===== src/rtl/seq_addsub.sv =====
// seq_addsub: multi-cycle ripple adder/subtractor, CHUNK bits per clock.
// Valid/ready on both sides; result and flags held in DONE until taken.
module seq_addsub #(
   parameter int WIDTH = 8,
   parameter int CHUNK = 4
) (
   input  logic             clk,
   input  logic             rst_n,
   input  logic             in_valid,
   output logic             in_ready,
   input  logic [WIDTH-1:0] a,
   input  logic [WIDTH-1:0] b,
   input  logic             sub,
   output logic             out_valid,
   input  logic             out_ready,
   output logic [WIDTH-1:0] s,
   output logic             cout,
   output logic             v,
   output logic             z,
   output logic             n,
   output logic             p
);

   localparam int NCH = WIDTH / CHUNK;
   localparam int CW  = (NCH > 1) ? $clog2(NCH) : 1;

   typedef enum logic [1:0] {
      IDLE,
      CALC,
      DONE
   } state_t;

   state_t           state;
   state_t           state_nxt;
   logic [WIDTH-1:0] opa;
   logic [WIDTH-1:0] opa_nxt;
   logic [WIDTH-1:0] opb;
   logic [WIDTH-1:0] opb_nxt;
   logic [WIDTH-1:0] s_nxt;
   logic             carry;
   logic             carry_nxt;
   logic [CW-1:0]    cnt;
   logic [CW-1:0]    cnt_nxt;
   logic             cout_nxt;
   logic             v_nxt;
   logic             z_nxt;
   logic             n_nxt;
   logic             p_nxt;
   logic [CHUNK:0]   csum;
   logic             last;
   int               base;

   assign in_ready  = (state == IDLE);
   assign out_valid = (state == DONE);
   assign last      = (cnt == CW'(NCH - 1));

   always_ff @(posedge clk or negedge rst_n) begin
      if (!rst_n) begin
         state <= IDLE;
         opa   <= '0;
         opb   <= '0;
         carry <= 1'b0;
         cnt   <= '0;
         s     <= '0;
         cout  <= 1'b0;
         v     <= 1'b0;
         z     <= 1'b0;
         n     <= 1'b0;
         p     <= 1'b0;
      end else begin
         state <= state_nxt;
         opa   <= opa_nxt;
         opb   <= opb_nxt;
         carry <= carry_nxt;
         cnt   <= cnt_nxt;
         s     <= s_nxt;
         cout  <= cout_nxt;
         v     <= v_nxt;
         z     <= z_nxt;
         n     <= n_nxt;
         p     <= p_nxt;
      end
   end

   // One CHUNK+1 bit slice of the ripple chain per clock
   always_comb begin
      base = int'(cnt) * CHUNK;
      csum = {1'b0, opa[base +: CHUNK]}
           + {1'b0, opb[base +: CHUNK]}
           + {{CHUNK{1'b0}}, carry};
   end

   always_comb begin
      state_nxt = state;
      opa_nxt   = opa;
      opb_nxt   = opb;
      carry_nxt = carry;
      cnt_nxt   = cnt;
      s_nxt     = s;
      cout_nxt  = cout;
      v_nxt     = v;
      z_nxt     = z;
      n_nxt     = n;
      p_nxt     = p;
      unique case (state)
         IDLE: begin
            if (in_valid) begin
               opa_nxt   = a;
               opb_nxt   = b ^ {WIDTH{sub}};
               carry_nxt = sub;
               cnt_nxt   = '0;
               state_nxt = CALC;
            end
         end
         CALC: begin
            s_nxt[base +: CHUNK] = csum[CHUNK-1:0];
            carry_nxt = csum[CHUNK];
            cnt_nxt   = cnt + 1'b1;
            if (last) begin
               cnt_nxt   = '0;
               cout_nxt  = csum[CHUNK];
               v_nxt     = (opa[WIDTH-1] == opb[WIDTH-1])
                        && (s_nxt[WIDTH-1] != opa[WIDTH-1]);
               z_nxt     = ~|s_nxt;
               n_nxt     = s_nxt[WIDTH-1];
               p_nxt     = ^s_nxt;
               state_nxt = DONE;
            end
         end
         DONE: begin
            if (out_ready) state_nxt = IDLE;
         end
         default: state_nxt = IDLE;
      endcase
   end

endmodule


===== config.mk =====
export PLATFORM = sky130hd
export DESIGN_NAME = seq_addsub
export DESIGN_NICKNAME = d
export VERILOG_FILES = /design/src/rtl/seq_addsub.sv
export SDC_FILE = /design/constraint.sdc
export NUM_CORES = 1
export LEC_CHECK = 0
export ABC_AREA = 1
export ABC_CLOCK_PERIOD_IN_PS = 3400
export BUFFER_PORTS_ARGS = -buffer_cell sky130_fd_sc_hd__buf_2
export CAP_MARGIN = 20
export CORE_UTILIZATION = 25
export DETAILED_ROUTE_END_ITERATION = 8
export SYNTH_ARGS = -nofsm -noshare
export SYNTH_HDL_FRONTEND = slang
export SYNTH_SLANG_ARGS = --single-unit

===== constraint.sdc =====
create_clock -name clk -period 3.4 [get_ports clk]
set_clock_uncertainty 0.15 [all_clocks]
set_input_delay 0.51 -clock clk [delete_from_list [all_inputs] [get_ports clk]]
set_output_delay 0.51 -clock clk [all_outputs]
set_load 0.02 [all_outputs]

Yosys cells after proc, flatten, opt, wreduce, memory -nomap -nowiden
Cells that the tools add are included.

Flip-flop bits (word level): 33. Latch bits: 0. Bits in writable memories: 0. Bits in read-only memories: 0. Input port bits: 21. Output and inout port bits: 15. Word-level logic and storage cells: 47. Memories kept: 0.

Add/subtract/negate cells: 4. Multiply operators: 0. Divide/modulo/power cells: 0. $lt $le $gt $ge: 0. Equal/unequal tests: 7. Shift-type cells: 4. Muxes and demuxes: 10. Bitwise operators: 1. Reductions and logical operators: 10.

Operators by type and width (count): $neg 3->33 (1); $shift 4x33->8 const A (1); $shiftx 4x33->8 (1); $shiftx 8x4->4 (2); $bwmux 8 (1); $reduce_or 8->1 (1); $reduce_xor 8->1 (1); $xor 8x8->8 (1); $mux 2 (3); $pmux 2 s3 (1); $reduce_and 2->1 (3); $add 4x4->5 (1); $add 5x1->5 (1); $ne 2x2->1 const B (2); $pmux 1 s2 (2); $mux 1 (3); $reduce_and 3->1 (1); $eq 2x1->1 const B (1); $eq 2x2->1 const B (1); $logic_not 2->1 (1); $ne 2x1->1 const B (1); $reduce_bool 2->1 (1); $add 1x1->1 const B (1); $eq 1x1->1 (1); 3 further kinds (3).

Logic depth before layout (Yosys ltp)
Word-level depth: 7. Gate-level depth with buffers: 18. Mapped depth without buffers: 18.

Least setup slack after synthesis
No wires, ideal clock.

Path type: register to register. Start point: register cnt. End point: register p. Library setup time: 0.117 ns. Arrival: 2.704 ns. Required time: 3.133 ns. Slack: 0.428 ns. Stages on the path, launching flop included: 16. Path buffers: 1. Clock period less this slack: 2.972 ns. Path through: dfrtp_1 > inv_1 > buf_2 > nand2_1 > nand2_1 > fa_1 > inv_1 > fa_1 > xnor2_1 > o21ai_0 > ha_1 > xnor2_1 > xnor2_1 > nand3_1 > nand3_1 > nand2_1.

Cells in the longest elaborated chain, start to end: 6. Elaborated cells between the ends (all ways): 10. Classes of those cells: 3 x add/sub; 4 x shift; 1 x mux; 2 x reduce/logical.

Ends and longest elaborated chain: start: declaration (RTL line 42) `logic [CW-1:0] cnt;`; start signal: assignment (RTL line 75) `cnt <= cnt_nxt;`; $shiftx 8x4->4 (on tied branches) (RTL line 88, 89); $add 4x4->5 (RTL line 89) `+ {1'b0, opb[base +: CHUNK]}`; $add 5x1->5 (RTL line 90) `+ {{CHUNK{1'b0}}, carry};`; $shiftx 4x33->8 (RTL line 116) `s_nxt[base +: CHUNK] = csum[CHUNK-1:0];`; $bwmux 8 (RTL line 116); $reduce_xor 8->1 (RTL line 126) `p_nxt = ^s_nxt;`; end signal: assignment (RTL line 81) `p <= p_nxt;`; end: declaration (RTL line 21) `output logic p`.

Parallel ways exist; a longest one is shown, timed or not. A chain may end at the register's enable or synchronous reset.

Final worst setup path
Ends and elaborated chain as after synthesis.

==> flow_summary.json <==
{
  "dp.final_hpwl_um": 2900,
  "nets": 287,
  "via_count": 1475,
  "met1_length_um": 1850,
  "routed.top_layer": "met4",
  "synth_area_per_cell_um2": 8.00,
  "synthDistinctLibCells": 21,
  "syn_area_um2": 1760,
  "syn_inst": 220,
  "grt_max_degree": 34,
  "gp_congestion": 0.874,
  "yosys.area.top_type_share": 0.469,
  "cts_made_buffers": 5,
  "initial_core_util": 0.259,
  "port_buffers": 35,
  "ys_ff_latch": 33,
  "final_cell_area_um2": 2130,
  "syn_nets": 249,
  "r2r-start": "cnt",
  "status": "finished, final reports clean",
  "finalSetupViolCount": 0,
  "grt_usage": 0.116,
  "post_cts_buffers": 0,
  "clock_tree.root_cell": "clkbuf_8",
  "grt_pass1_wl_um": 6630,
  "slowest_delay_ps": 400,
  "num_antenna_cells": 0,
  "relSlewSlack": 0.525,
  "synth.largest_area_cell": "dfrtp_1",
  "dpl_cell_area_um2": 2040,
  "end_kind": "register",
  "start_kind": "register",
  "area_growth_pct": 21.0,
  "cap_violations": 0,
  "final_cell_mix": "nand2_1 (92), buf_2 (35), dfrtp_1 (33)",
  "hold_viol": 0,
  "critical_path_class": "reg2reg",
  "via_per_inst": 4.17,
  "hold_buffers": 0,
  "drv_slew": 0,
  "synth_warnings": 0,
  "tns_ps": 0,
  "rr_worst_depth": 14,
  "crit_path_top_delay_cell": "fa_1",
  "ff_latch_area_um2": 826,
  "wl_met3_um": 190,
  "seq_area_frac_synth": 0.469,
  "drtPass1Iterations": 4,
  "dieArea_um2": 7380,
  "post-route-drc-count": 0,
  "required_ps": 3430,
  "finalCritPeriodShare": 0.896,
  "drtIter0Drc": 62,
  "multi_input_area_um2": 847,
  "cts_htree_levels": 2,
  "critPathArrivalTime_ps": 3080,
  "grt_pass1_vias": 1484,
  "drive_above_1_share": 0.194,
  "clkSinkCount": 33,
  "hp-class": "in2async",
  "core_area_um2": 6790,
  "final_common_cell": "nand2_1",
  "grt_overflow": 0,
  "clock_latency_ps": 280,
  "n_fill_cell": 752,
  "clk_pin_slew_worst_paths_ps": 60,
  "cp_max_fo": 20,
  "cts_tree": "done",
  "fp.dieW_um": 85.9,
  "chipHeight_um": 85.9,
  "wl_met2_um": 1690,
  "reg2reg_slack_ps": 350,
  "ys_top_cells_by_area": "dfrtp_1 (47%), nand2_1 (20%), o21ai_0 (7.7%), xnor2_1 (5.5%), ha_1 (4.3%)",
  "rsz0062_at_grt": "no",
  "ctsResizeCount": 0,
  "pin_count": 36,
  "rows": 30,
  "cts_buffer_depth": 2,
  "wl_per_cell_um": 10.8,
  "path_cells": "buf_4, nand2_1, nand2_1, fa_1, inv_1, fa_1, xnor2_1, o21ai_0, ha_1, xnor2_1, xnor2_1, nand3_1, nand3_1, nand2_1",
  "fmax_mhz": 328,
  "tightest_slew_ps": 712,
  "period_needed_ps": 3050,
  "r2r_end": "p",
  "routed_wirelength_um": 3810,
  "ant_nets": 0,
  "antenna_found_initial": 0
}
-- through the flow --
| stage | cells | util | hold slack, ps | setup WS (ps) |
|---|---|---|---|---|
| after CTS | 354 | 0.313 | 166 | 342 |
| final | 354 | 0.313 | 124 | 354 |
| after floorplan | 220 | - | 64.4 | 428 |
| after detailed placement | 347 | 0.301 | 311 | 384 |
| after global routing | 354 | 0.313 | 199 | 46.8 |
| after global placement | 347 | 0.301 | 311 | 461 |
-- flip-flops by register name (all words and copies together), names as in the netlist --
name	flops
carry	1
cnt	1
cout	1
n	1
opa	8
opb	8
p	1
s	8
state	2
v	1
z	1
-- synthesized netlist by cell type (all sizes together) --
cell type,count
nand2,93
dfrtp,33
o21ai,27
inv,15
nand3,11
xnor2,11
ha,6
nor2,6
buf,4
a21oi,3
clkbuf,2
fa,2
mux2i,2
or2,2
clkinv,1
nand4,1
o31ai,1
-- worst max-delay path, delay by kind of cell, from the launching register on --
kind / cells / cell delay [ps]
adder cells (fa/ha/maj): 3 / 930
AO/OA/AOI/OAI: 1 / 140
flip-flops: 1 / 340
AND/OR/NAND/NOR: 5 / 410
XOR/XNOR: 3 / 700
buffers and inverters: 2 / 290
-- metal layers --
metal  GRT usage  up-vias
li1            -      776
met2       0.189       34
met5           0        -
met4      0.0500        0
met1       0.142      658
met3      0.0327        7
-- area by class of cell --
type                            count  area share
Inverter                           16      0.0282
Clock buffer                        7      0.0405
Tap cell                           96      0.0564
Timing Repair Buffer               37      0.0893
Sequential cell                    33       0.388
Multi-Input combinational cell    165       0.398
-- kinds of logic after synthesis --
kind of cell    Yosys count  synth area share
mux                       2            0.0114
buf+inv                  22            0.0498
compound gates           31            0.0896
simple gates            113             0.260
xor+xnor                 11            0.0547
flops                    33             0.469
fa+ha+maj                 8            0.0654
-- how the worst max path moves through the flow --
stage               endpoint  startpoint
floorplan                  p         cnt
global placement           p         cnt
detailed placement         p         cnt
CTS                        p         cnt
global route               p         cnt
finish                     p         cnt
Power is left out: the tool's default activity adds up to more than one toggle a clock period on the data nets, which glitch-free logic cannot reach.
